--- config.mk ---
export PLATFORM = sky130hd
export DESIGN_NAME = alu_out_pipe
export DESIGN_NICKNAME = d
export VERILOG_FILES = /design/src/rtl/alu_pkg.sv /design/src/rtl/alu_pipe_slice.sv /design/src/rtl/alu_out_pipe.sv
export SDC_FILE = /design/constraint.sdc
export NUM_CORES = 1
export LEC_CHECK = 0
export ABC_AREA = 1
export BUFFER_PORTS_ARGS = -buffer_cell sky130_fd_sc_hd__buf_4
export CELL_PAD_IN_SITES_DETAIL_PLACEMENT = 1
export CELL_PAD_IN_SITES_GLOBAL_PLACEMENT = 1
export CORE_AREA = 2 2 58 60
export CTS_CLUSTER_SIZE = 12
export DETAILED_ROUTE_END_ITERATION = 7
export DIE_AREA = 0 0 60 62
export PLACE_DENSITY_LB_ADDON = 0.1
export SETUP_SLACK_MARGIN = 0.4
export SLEW_MARGIN = 20
export SYNTH_ARGS = -nofsm -noshare
export SYNTH_HDL_FRONTEND = slang
export SYNTH_SLANG_ARGS = --single-unit
export TNS_END_PERCENT = 10
--- constraint.sdc ---
create_clock -name clk -period 1.39 [get_ports clk]
set_input_delay 0.278 -clock clk [delete_from_list [all_inputs] [get_ports clk]]
set_output_delay 0.278 -clock clk [all_outputs]
set_load 0.05 [all_outputs]
--- src/rtl/alu_pkg.sv ---
`default_nettype none
// ============================================================================
// Module  : alu_pkg
// Brief   : Shared types and constants for the ALU output pipeline.
// Revision: 1.0 - initial release
// ============================================================================
package alu_pkg;

    localparam int FLAG_W = 4;

    typedef struct packed {
        logic neg;
        logic zero;
        logic carry;
        logic ovf;
    } alu_flags_t;

endpackage
`default_nettype wire

--- src/rtl/alu_pipe_slice.sv ---
`default_nettype none
// ============================================================================
// Module  : alu_pipe_slice
// Brief   : One register slice of the ALU output pipeline (valid, result, flags).
// Revision: 1.0 - initial release
// ============================================================================
module alu_pipe_slice
    import alu_pkg::*;
#(
    parameter int WIDTH = 4
) (
    input  logic             clk,
    input  logic             reset,
    input  logic             load,
    input  logic             flush,
    input  logic             in_valid,
    input  logic [WIDTH-1:0] in_result,
    input  alu_flags_t       in_flags,
    output logic             valid,
    output logic [WIDTH-1:0] result,
    output alu_flags_t       flags
);

    logic             r_valid;
    logic [WIDTH-1:0] r_result;
    alu_flags_t       r_flags;

    // Payload loads regardless of flush; only the valid bit is invalidated.
    always_ff @(posedge clk or negedge reset) begin
        if (!reset) begin
            r_valid  <= 1'b0;
            r_result <= '0;
            r_flags  <= '0;
        end else begin
            if (flush) begin
                r_valid <= 1'b0;
            end else if (load) begin
                r_valid <= in_valid;
            end
            if (load) begin
                r_result <= in_result;
                r_flags  <= in_flags;
            end
        end
    end

    assign valid  = r_valid;
    assign result = r_result;
    assign flags  = r_flags;

endmodule
`default_nettype wire

--- src/rtl/alu_out_pipe.sv ---
`default_nettype none
// ============================================================================
// Module  : alu_out_pipe
// Brief   : Stallable, flushable output pipeline for ALU result and flags,
//           with sticky flag accumulation and occupancy count.
// Revision: 1.0 - initial release
// ============================================================================
module alu_out_pipe
    import alu_pkg::*;
#(
    parameter  int WIDTH  = 4,
    parameter  int STAGES = 2,
    localparam int CW     = $clog2(STAGES + 1)
) (
    input  logic             clk,
    input  logic             reset,
    input  logic             in_valid,
    output logic             in_ready,
    input  logic [WIDTH-1:0] in_result,
    input  alu_flags_t       in_flags,
    output logic             out_valid,
    input  logic             out_ready,
    output logic [WIDTH-1:0] out_result,
    output alu_flags_t       out_flags,
    input  logic             flush,
    input  logic             clr_sticky,
    output alu_flags_t       sticky_flags,
    output logic [CW-1:0]    count
);

    logic [STAGES-1:0] w_v;
    logic [STAGES-1:0] w_v_in;
    logic [STAGES-1:0] w_load;
    logic [STAGES-1:0] w_adv;
    logic [WIDTH-1:0]  w_res    [STAGES];
    logic [WIDTH-1:0]  w_res_in [STAGES];
    alu_flags_t        w_flg    [STAGES];
    alu_flags_t        w_flg_in [STAGES];

    logic              w_accept;
    logic              w_consume;
    logic              w_consume_eff;
    logic [CW-1:0]     r_count;
    alu_flags_t        r_sticky;

    // Ready chain walks from the output back towards the input.
    always_comb begin
        w_adv  = '0;
        w_load = '0;
        w_adv[STAGES-1]  = w_v[STAGES-1] & out_ready;
        w_load[STAGES-1] = ~w_v[STAGES-1] | w_adv[STAGES-1];
        for (int k = STAGES - 2; k >= 0; k--) begin
            w_adv[k]  = w_v[k] & w_load[k+1];
            w_load[k] = ~w_v[k] | w_adv[k];
        end
    end

    for (genvar k = 0; k < STAGES; k++) begin : g_slice
        if (k == 0) begin : g_head
            assign w_v_in[k]   = in_valid;
            assign w_res_in[k] = in_result;
            assign w_flg_in[k] = in_flags;
        end else begin : g_body
            assign w_v_in[k]   = w_v[k-1];
            assign w_res_in[k] = w_res[k-1];
            assign w_flg_in[k] = w_flg[k-1];
        end

        alu_pipe_slice #(
            .WIDTH (WIDTH)
        ) u_slice (
            .clk       (clk),
            .reset     (reset),
            .load      (w_load[k]),
            .flush     (flush),
            .in_valid  (w_v_in[k]),
            .in_result (w_res_in[k]),
            .in_flags  (w_flg_in[k]),
            .valid     (w_v[k]),
            .result    (w_res[k]),
            .flags     (w_flg[k])
        );
    end

    assign in_ready   = w_load[0];
    assign out_valid  = w_v[STAGES-1];
    assign out_result = out_valid ? w_res[STAGES-1] : '0;
    assign out_flags  = out_valid ? w_flg[STAGES-1] : '0;

    assign w_accept      = in_valid & in_ready;
    assign w_consume     = out_valid & out_ready;
    assign w_consume_eff = w_consume & ~flush;

    always_ff @(posedge clk or negedge reset) begin
        if (!reset) begin
            r_count <= '0;
        end else if (flush) begin
            r_count <= '0;
        end else if (w_accept && !w_consume) begin
            r_count <= r_count + CW'(1);
        end else if (!w_accept && w_consume) begin
            r_count <= r_count - CW'(1);
        end
    end

    // A clear coinciding with a consume keeps only the consumed flags.
    always_ff @(posedge clk or negedge reset) begin
        if (!reset) begin
            r_sticky <= '0;
        end else if (clr_sticky) begin
            r_sticky <= w_consume_eff ? out_flags : '0;
        end else if (w_consume_eff) begin
            r_sticky <= r_sticky | out_flags;
        end
    end

    assign sticky_flags = r_sticky;
    assign count        = r_count;

endmodule
`default_nettype wire

==> impl_metrics.json, run 1 <==
{
  "startpoint_type": "flop",
  "final_net_count": 174,
  "row_count": 21,
  "crit_arrival_ps": 1250,
  "grt_pass1_vias": 918,
  "setup_violations": 10,
  "yosys.area_share.xor_xnor": 0,
  "synth_adder_area_share": 0,
  "maxSlewViolCount": 0,
  "skew_ps": 6.88,
  "dieArea_sq_um": 3720,
  "tightestPinTransition_ps": 314,
  "netlist.area_leader.share": 0.563,
  "clk_path_buf_depth": 2,
  "synth_compound_area_frac": 0.0692,
  "portBuffers": 29,
  "start_util": 0.336,
  "path_class": "flop to output port",
  "syn-cell-area_sq_um": 1070,
  "antenna_cells": 0,
  "async_flop_share": 1.00,
  "first_iter_violations": 11,
  "worstSkewPairLatency_ps": 330,
  "postSynthCellCount": 123,
  "grt_remaining_overflow": 0,
  "cts_root_buf": "clkbuf_4",
  "layout-drive-gt1-share": 0.409,
  "synth_common_cells": "nand2_1 (49), dfrtp_1 (24), inv_1 (23)",
  "worstSetupEndpointType": "output port",
  "yosys.cell_count.top_type": "nand2_1",
  "cts_sinks": 24,
  "antenna_found_initial": 0,
  "status": "finished with violations",
  "ir_drop_mv": 0.401,
  "synth_top_family_by_area": "simple AND/OR/NAND/NOR gates",
  "max-cap-violations": 0,
  "area_growth_pct": 46.9,
  "grtUsageTotal": 0.153,
  "cellPowerDensity_nw_per_um2": 1030,
  "yosys.area_share.simple": 0.225,
  "ys_warn_count": 0,
  "holdCritPathClass": "input port to flop",
  "ys_ff_latch": 24,
  "drtAntennaViolNets": 0,
  "place_congestion": 0.737,
  "cts_tree": "done",
  "synth.distinct_cells": 17,
  "synth_edf_count": 0,
  "fin_crit_sh": 1.10,
  "detail_route.wl_per_cell_um": 12.2,
  "die_x_um": 60,
  "rsz0062_at_grt": "yes",
  "syn_avg_cell_area_sq_um": 8.68,
  "grt_pass1_wl_um": 4150,
  "core_region_area_sq_um": 3180,
  "failed_checks": "setup timing",
  "fillers": 374,
  "num_vias": 878,
  "grt_start_max_net_pins": 25,
  "clk_pin_slew_worst_paths_ps": 140,
  "syn_nets": 137,
  "die_h_um": 62,
  "numCtsBuffers": 3,
  "drc": 0,
  "required_ps": 1110,
  "placed_cells": 198,
  "h-tree-depth": 1,
  "power.total_mw": 1.62,
  "fmax_mhz": 656,
  "p_leak_nw": 0.796,
  "synth_top_flop_cell": "dfrtp_1",
  "seq_area_frac_synth": 0.563,
  "via_per_inst": 4.28,
  "worst_slack_ps": -135,
  "post-route-min-period_ps": 1530,
  "yosys.area.top_type": "dfrtp_1",
  "routed_wl_um": 2500,
  "synth_area_leaders": "dfrtp_1 (56%), nand2_1 (17%), inv_1 (8.1%)",
  "slew_headroom": 0.791,
  "synth.mux.area_fraction": 0.0317,
  "ioPinCount": 30,
  "dr.pass1.iters": 4,
  "place_hpwl_um": 1770,
  "fin_cells": 205,
  "finalHoldViolCount": 0,
  "crit_fanout": 6
}
-- power breakdown --
group / internal, mW / switching (mW) / leakage (nW) / total [mW]
logic: 0.124 / 0.192 / 0.474 / 0.316
clock network: 0.292 / 0.227 / 0.0279 / 0.519
registers: 0.744 / 0.0361 / 0.294 / 0.780
total: 1.16 / 0.456 / 0.796 / 1.62
-- layout make-up --
class / count / area (sq um) / share of cell area
sequential: 24 / 602 / 0.384
clock inverter: 1 / 30.0 / 0.0192
timing repair buffer: 35 / 340 / 0.217
inverter: 24 / 125 / 0.0798
multi-input combinational: 72 / 390 / 0.249
clock buffer: 3 / 22.5 / 0.0144
tap: 46 / 57.6 / 0.0367
-- cell usage in the layout, fill, tap and decap left out --
cell type      instances
a21oi_1                2
a21oi_2                1
buf_4                 16
buf_6                 16
buf_8                  2
bufinv_16              1
clkbuf_4               3
clkinv_4               1
clkinvlp_4             8
dfrtp_1               23
dfrtp_2                1
dlygate4sd3_1          1
inv_1                 15
mux2_2                 3
nand2_1               40
nand2_2                6
nand2_4                6
nand3_1                1
nand3_2                1
nand4_1                2
o21ai_0                3
o21ai_1                3
o22ai_1                4
-- per-layer routing --
layer  part of all wire  global-route usage
met1               0.45               0.197
met2               0.49               0.253
met3              0.039              0.0207
met4              0.021              0.0794
met5                  0                   0
-- state kept, by name (all words and copies together), names as in the netlist --
signal,flops
g_slice.u_slice.flags,8
count,2
sticky_flags,4
g_slice.u_slice.valid,2
g_slice.u_slice.result,8
-- timing repair --
item,in CTS,in global routing
setup buffers,1,1
gates resized for setup,23,3
setup endpoints to repair,39,39
endpoints found under the hold margin,24,0
hold buffers,1,0
pin swaps,2,0
-- metrics by stage --
stage	utilization	area [sq um]	setup slack, ps	hold WS (ps)	setup TNS (ps)
global route	0.493	1570	-217	102	-2030
detailed placement	0.438	1390	161	201	0
finish	0.493	1570	-135	121	-1220
CTS	0.487	1550	-152	113	-1290
floorplan	-	1130	93.9	-17.6	0
global placement	0.438	1390	188	196	0
-- final timing paths --
| check | slack (ps) | cells after the start | from | to |
|---|---|---|---|---|
| max | -140 | 4 | g_slice[1].u_slice.valid | out_flags[0] |
| max reg2reg | 160 | 8 | g_slice[1].u_slice.valid | count[1] |
| min reg2reg | 490 | 2 | g_slice[0].u_slice.result[1] | g_slice[0].u_slice.result[1] |
| min in group asynchronous | 360 | 2 | reset | sticky_flags[0] |
| min | 120 | 2 | flush | g_slice[0].u_slice.valid |
| max in group asynchronous | 770 | 2 | reset | g_slice[1].u_slice.valid |
-- kinds of logic (layout without fill, tap and decap cells) --
kind of cell	Yosys count	count (layout)
flops	24	24
simple gates	56	56
compound gates	13	13
buf+inv	27	63
mux	3	3
-- critical path, cell delays in order, from the launching register on --
cell and delay [ps]:
dfrtp_2 470, buf_6 150, nand2_2 70, clkinvlp_4 80, buf_6 150
Power figures use the tool's default switching activity.
==> run 2, diff against run 1 <==
--- a/config.mk
+++ b/config.mk
@@ -14,7 +14,7 @@
 export DETAILED_ROUTE_END_ITERATION = 7
 export DIE_AREA = 0 0 60 62
 export PLACE_DENSITY_LB_ADDON = 0.1
-export SETUP_SLACK_MARGIN = 0.4
+export SETUP_SLACK_MARGIN = 0.05
 export SLEW_MARGIN = 20
 export SYNTH_ARGS = -nofsm -noshare
 export SYNTH_HDL_FRONTEND = slang
==> run 2 against run 1 <==
  * The flow still finishes with violations (setup timing)
  * Power shrank 10%
  * Non-clock buffer count rose by 1
  * Setup slack gained 91 ps
  * Die area did not move
  * Hold slack gained 25 ps
  * Combinational power decreased by 4%
  * Fmax up 6.3%
  * First-iteration DRC count grew 73%
  * Via count increased by 0.57%
  * Critical path type unchanged
==> impl_metrics.json, run 2 (synthesis gave the netlist of run 1 again) <==
{
  "power.total_mw": 1.45,
  "portBuffers": 29,
  "grtUsageTotal": 0.138,
  "crit_top_cell": "buf_6",
  "crit_arrival_ps": 1160,
  "fin_crit_sh": 1.03,
  "grt_pass1_wl_um": 3750,
  "h-tree-depth": 1,
  "startpoint_type": "flop",
  "row_count": 21,
  "place_hpwl_um": 1720,
  "max_stage_delay_ps": 470,
  "fmax_mhz": 697,
  "final_common_cell": "nand2_1",
  "worstSetupEndpointType": "output port",
  "dieArea_sq_um": 3720,
  "dr.pass1.iters": 2,
  "slew_headroom": 0.795,
  "clk_path_buf_depth": 2,
  "whs_ps": 146,
  "p_leak_nw": 0.801,
  "rsz0062_at_grt": "yes",
  "grt_remaining_overflow": 0,
  "num_vias": 883,
  "die_h_um": 62,
  "fin_tns_setup_ps": -313,
  "die_x_um": 60,
  "worst_slack_ps": -44.5,
  "grt_start_max_net_pins": 25,
  "grt_pass1_vias": 831,
  "tightestPinTransition_ps": 307,
  "area_growth_pct": 41.5,
  "drc": 0,
  "finalHoldViolCount": 0,
  "final_net_count": 175,
  "utilization": 0.475,
  "cts_sinks": 24,
  "clk_pin_slew_worst_paths_ps": 130,
  "failed_checks": "setup timing",
  "place_congestion": 0.700,
  "crit_chain": "buf_6, nand2_2, inv_2, buf_6",
  "crit_fanout": 4,
  "core_region_area_sq_um": 3180,
  "most-common-layout-cells": "nand2_1 (39), buf_4 (24), dfrtp_1 (23)",
  "ir_drop_mv": 0.386,
  "via_per_inst": 4.29,
  "worstSkewPairLatency_ps": 300,
  "fin_cells": 206,
  "skew_ps": 1.93,
  "numCtsBuffers": 3,
  "first_iter_violations": 19,
  "antenna_cells": 0,
  "detail_route.wl_per_cell_um": 11.3,
  "start_util": 0.336,
  "drtAntennaViolNets": 0,
  "required_ps": 1110,
  "antenna_found_initial": 0,
  "max-cap-violations": 0,
  "ioPinCount": 30,
  "cts_root_buf": "clkbuf_4",
  "setup_violations": 9,
  "cellPowerDensity_nw_per_um2": 959,
  "holdCritPathClass": "input port to flop",
  "maxSlewViolCount": 0,
  "post-route-min-period_ps": 1430,
  "placed_cells": 196,
  "layout-drive-gt1-share": 0.425,
  "cts_tree": "done",
  "routed_wl_um": 2330,
  "crit_slowest_cell": "dfrtp_2",
  "path_class": "flop to output port",
  "status": "finished with violations"
}
[run 2: cell types whose count changed in the layout (fill, tap and decap cells not counted), moves of 4 or more]
cell / before / now
buf_4: 16 / 24
buf_6: 16 / 9
clkinvlp_4: 8 / 2
inv_2: 0 / 7
nand2_2: 6 / 10
nand2_4: 6 / 2
[run 2: area by class of cell]
cell class              instances  area, sq um
clock buffers                   4         36.3
fillers                       372         1670
inverters                      24         98.8
multi-input cells              72          394
flip-flops and latches         24          602
well taps                      46         57.6
repair buffers                 36          322
[run 2: per-stage QoR]
stage	setup WS, ps	instance area (sq um)
after global placement	191	1330
after floorplan	42.3	1070
after detailed placement	168	1330
after CTS	-46.1	1490
final	-44.5	1510
after global routing	-107	1510
[run 2: repair_timing]
item	in CTS	in global routing
buffers inserted	4	1
cloned	0	0
endpoints found under the hold margin	24	0
resized for setup	31	4
endpoints found under the setup margin	10	14
hold buffers	1	0
pin swaps	0	0
[run 2: per-layer routing]
metal  global-route usage  wire length (um)
met1                0.181              1060
met2                0.233              1150
met3               0.0228               101
met4               0.0476                19
met5                    0                 0
[run 2: power by group]
| group | internal [mW] | total (mW) | leakage [nW] | switching [mW] |
|---|---|---|---|---|
| Clock | 0.160 | 0.367 | 0.0210 | 0.207 |
| Combinational | 0.116 | 0.304 | 0.486 | 0.188 |
| Sequential | 0.744 | 0.777 | 0.294 | 0.0333 |
| Total | 1.02 | 1.45 | 0.801 | 0.428 |
[run 2: worst paths after layout]
path / startpoint / endpoint / slack [ps] / cells past startpoint
min in group asynchronous: reset / sticky_flags[0] / 390 / 2
hold reg to reg: g_slice[0].u_slice.flags[3] / g_slice[0].u_slice.flags[3] / 490 / 2
setup reg to reg: g_slice[1].u_slice.valid / g_slice[1].u_slice.result[2] / 90 / 4
setup / recovery: g_slice[1].u_slice.valid / out_flags[1] / -40 / 4
hold / removal: flush / g_slice[0].u_slice.valid / 150 / 2
max in group asynchronous: reset / g_slice[1].u_slice.valid / 740 / 2
[run 2: worst max-delay path: cells and delay by family, from the launching register on]
family	cells	cell delay, ps
buf+inv	3	330
flops	1	470
simple gates	1	50
==> run 3, diff against run 2 <==
--- a/config.mk
+++ b/config.mk
@@ -13,6 +13,8 @@
 export CTS_CLUSTER_SIZE = 12
 export DETAILED_ROUTE_END_ITERATION = 7
 export DIE_AREA = 0 0 60 62
+export GPL_TIMING_DRIVEN = 1
+export MAX_ROUTING_LAYER = met4
 export PLACE_DENSITY_LB_ADDON = 0.1
 export SETUP_SLACK_MARGIN = 0.05
 export SLEW_MARGIN = 20
==> run 3 against run 2 <==
  * The run still ends with setup timing left
  * Power about the same
  * Critical path type unchanged
  * Clock power about the same
  * Register-to-register slack about the same
  * Via count unchanged
  * Setup slack unchanged
  * Clock skew about the same
  * Largest power group unchanged
  * Count of clock-buffer cells in the layout unchanged
  * Largest cell class unchanged
  * Routed wire length about the same
  * Global-route usage increased by 0.44 points
  * Sequential power about the same
  * Fmax unchanged
==> impl_metrics.json, run 3 (synthesis gave the netlist of run 1 again) <==
{
  "status": "finished with violations",
  "failed_checks": "setup timing",
  "critPathBufInv": 3,
  "grtUsageTotal": 0.142,
  "crit_slowest_cell": "dfrtp_2",
  "grt_remaining_overflow": 0,
  "setup_violations": 9,
  "p_leak_nw": 0.801,
  "row_count": 21,
  "finalHoldViolCount": 0,
  "fin_tns_setup_ps": -313,
  "crit_chain": "buf_6, nand2_2, inv_2, buf_6",
  "antenna_cells": 0,
  "die_h_um": 62,
  "holdCritPathClass": "input port to flop",
  "fin_crit_sh": 1.03,
  "drtAntennaViolNets": 0,
  "place_hpwl_um": 1720,
  "clk_path_buf_depth": 2,
  "seqPwrFrac": 0.537,
  "max_stage_delay_ps": 470,
  "required_ps": 1110,
  "power_frac_clock": 0.254,
  "worst_slack_ps": -44.5,
  "portBuffers": 29,
  "worstSkewPairLatency_ps": 300,
  "final_net_count": 175,
  "p_switching_mw": 0.428,
  "clk_pin_slew_worst_paths_ps": 130,
  "drc": 0,
  "first_iter_violations": 19,
  "cts_tree": "done",
  "crit_fanout": 4,
  "cts_sinks": 24,
  "crit_top_cell": "buf_6",
  "area_growth_pct": 41.5,
  "cellPowerDensity_nw_per_um2": 959,
  "routed_wl_um": 2330,
  "path_class": "flop to output port",
  "pwr-share-comb": 0.210,
  "finalInstanceArea_sq_um": 1510,
  "dieArea_sq_um": 3720,
  "numCtsBuffers": 3,
  "via_per_inst": 4.29,
  "power.total_mw": 1.45,
  "fillers": 372,
  "p_int_mw": 1.02,
  "antenna_found_initial": 0,
  "grt_pass1_vias": 831,
  "startpoint_type": "flop",
  "crit_family": "flip-flops",
  "grt_start_max_net_pins": 25,
  "utilization": 0.475,
  "post-route-min-period_ps": 1430,
  "max-cap-violations": 0,
  "layout-drive-gt1-share": 0.425,
  "fin_cells": 206,
  "placed_cells": 196,
  "detail_route.wl_per_cell_um": 11.3,
  "whs_ps": 146,
  "skew_ps": 1.90,
  "final_common_cell": "nand2_1",
  "cts_root_buf": "clkbuf_4",
  "worstSetupEndpointType": "output port",
  "ioPinCount": 30,
  "num_vias": 883,
  "crit_arrival_ps": 1160,
  "die_x_um": 60,
  "h-tree-depth": 1,
  "slew_headroom": 0.795,
  "tightestPinTransition_ps": 307,
  "swShare": 0.296,
  "dpl_cell_area_sq_um": 1330,
  "dpl_worst_slack_ps": 168,
  "ir_drop_mv": 0.386,
  "dr.pass1.iters": 2,
  "start_util": 0.336,
  "most-common-layout-cells": "nand2_1 (39), buf_4 (24), dfrtp_1 (23)",
  "grt_pass1_wl_um": 3750,
  "core_region_area_sq_um": 3180,
  "fmax_mhz": 697,
  "place_congestion": 0.708,
  "rsz0062_at_grt": "yes",
  "maxSlewViolCount": 0
}
-- run 3: cell counts in the layout (fill, tap and decap cells not counted) --
Identical to the previous run, type by type.
-- run 3: layer usage --
layer	vias up	share of wire	global-route usage	wire length, um
li1	448	-	-	-
met1	413	0.46	0.182	1070
met2	20	0.49	0.233	1150
met3	2	0.041	0.0207	95
met4	0	0.0082	0.0476	19
met5	-	0	-	0
-- run 3: worst paths after layout --
check                                       startpoint                           end  slack [ps]  cells past startpoint
hold / removal                                   flush      g_slice[0].u_slice.valid         150                      2
setup / recovery              g_slice[1].u_slice.valid                  out_flags[1]         -40                      4
max in group asynchronous                        reset      g_slice[1].u_slice.valid         740                      2
hold reg to reg            g_slice[0].u_slice.flags[3]   g_slice[0].u_slice.flags[3]         490                      2
min in group asynchronous                        reset               sticky_flags[0]         390                      2
setup reg to reg              g_slice[1].u_slice.valid  g_slice[1].u_slice.result[2]          90                      4
-- run 3: power by group through the flow --
| stage | Combinational [mW] | Clock, mW | Sequential [mW] |
|---|---|---|---|
| finish | 0.304 | 0.367 | 0.777 |
| global route | 0.333 | 0.426 | 0.784 |
| CTS | 0.302 | 0.381 | 0.777 |
| detailed placement | 0.263 | 0 | 0.791 |
| global placement | 0.258 | 0 | 0.789 |
| floorplan | 0.132 | 0 | 0.820 |
-- run 3: layout make-up --
| cell class | instances | area (sq um) | share of cell area |
|---|---|---|---|
| Inverter | 24 | 98.8 | 0.0655 |
| Clock buffer | 4 | 36.3 | 0.0240 |
| Tap cell | 46 | 57.6 | 0.0381 |
| Timing Repair Buffer | 36 | 322 | 0.213 |
| Multi-Input combinational cell | 72 | 394 | 0.261 |
| Sequential cell | 24 | 602 | 0.399 |
-- run 3: what timing repair did --
item	4_1_cts	5_1_grt
endpoints found under the setup margin	10	14
hold endpoints to repair	24	0
resized for setup	31	4
hold buffers	1	0
setup buffers	4	1
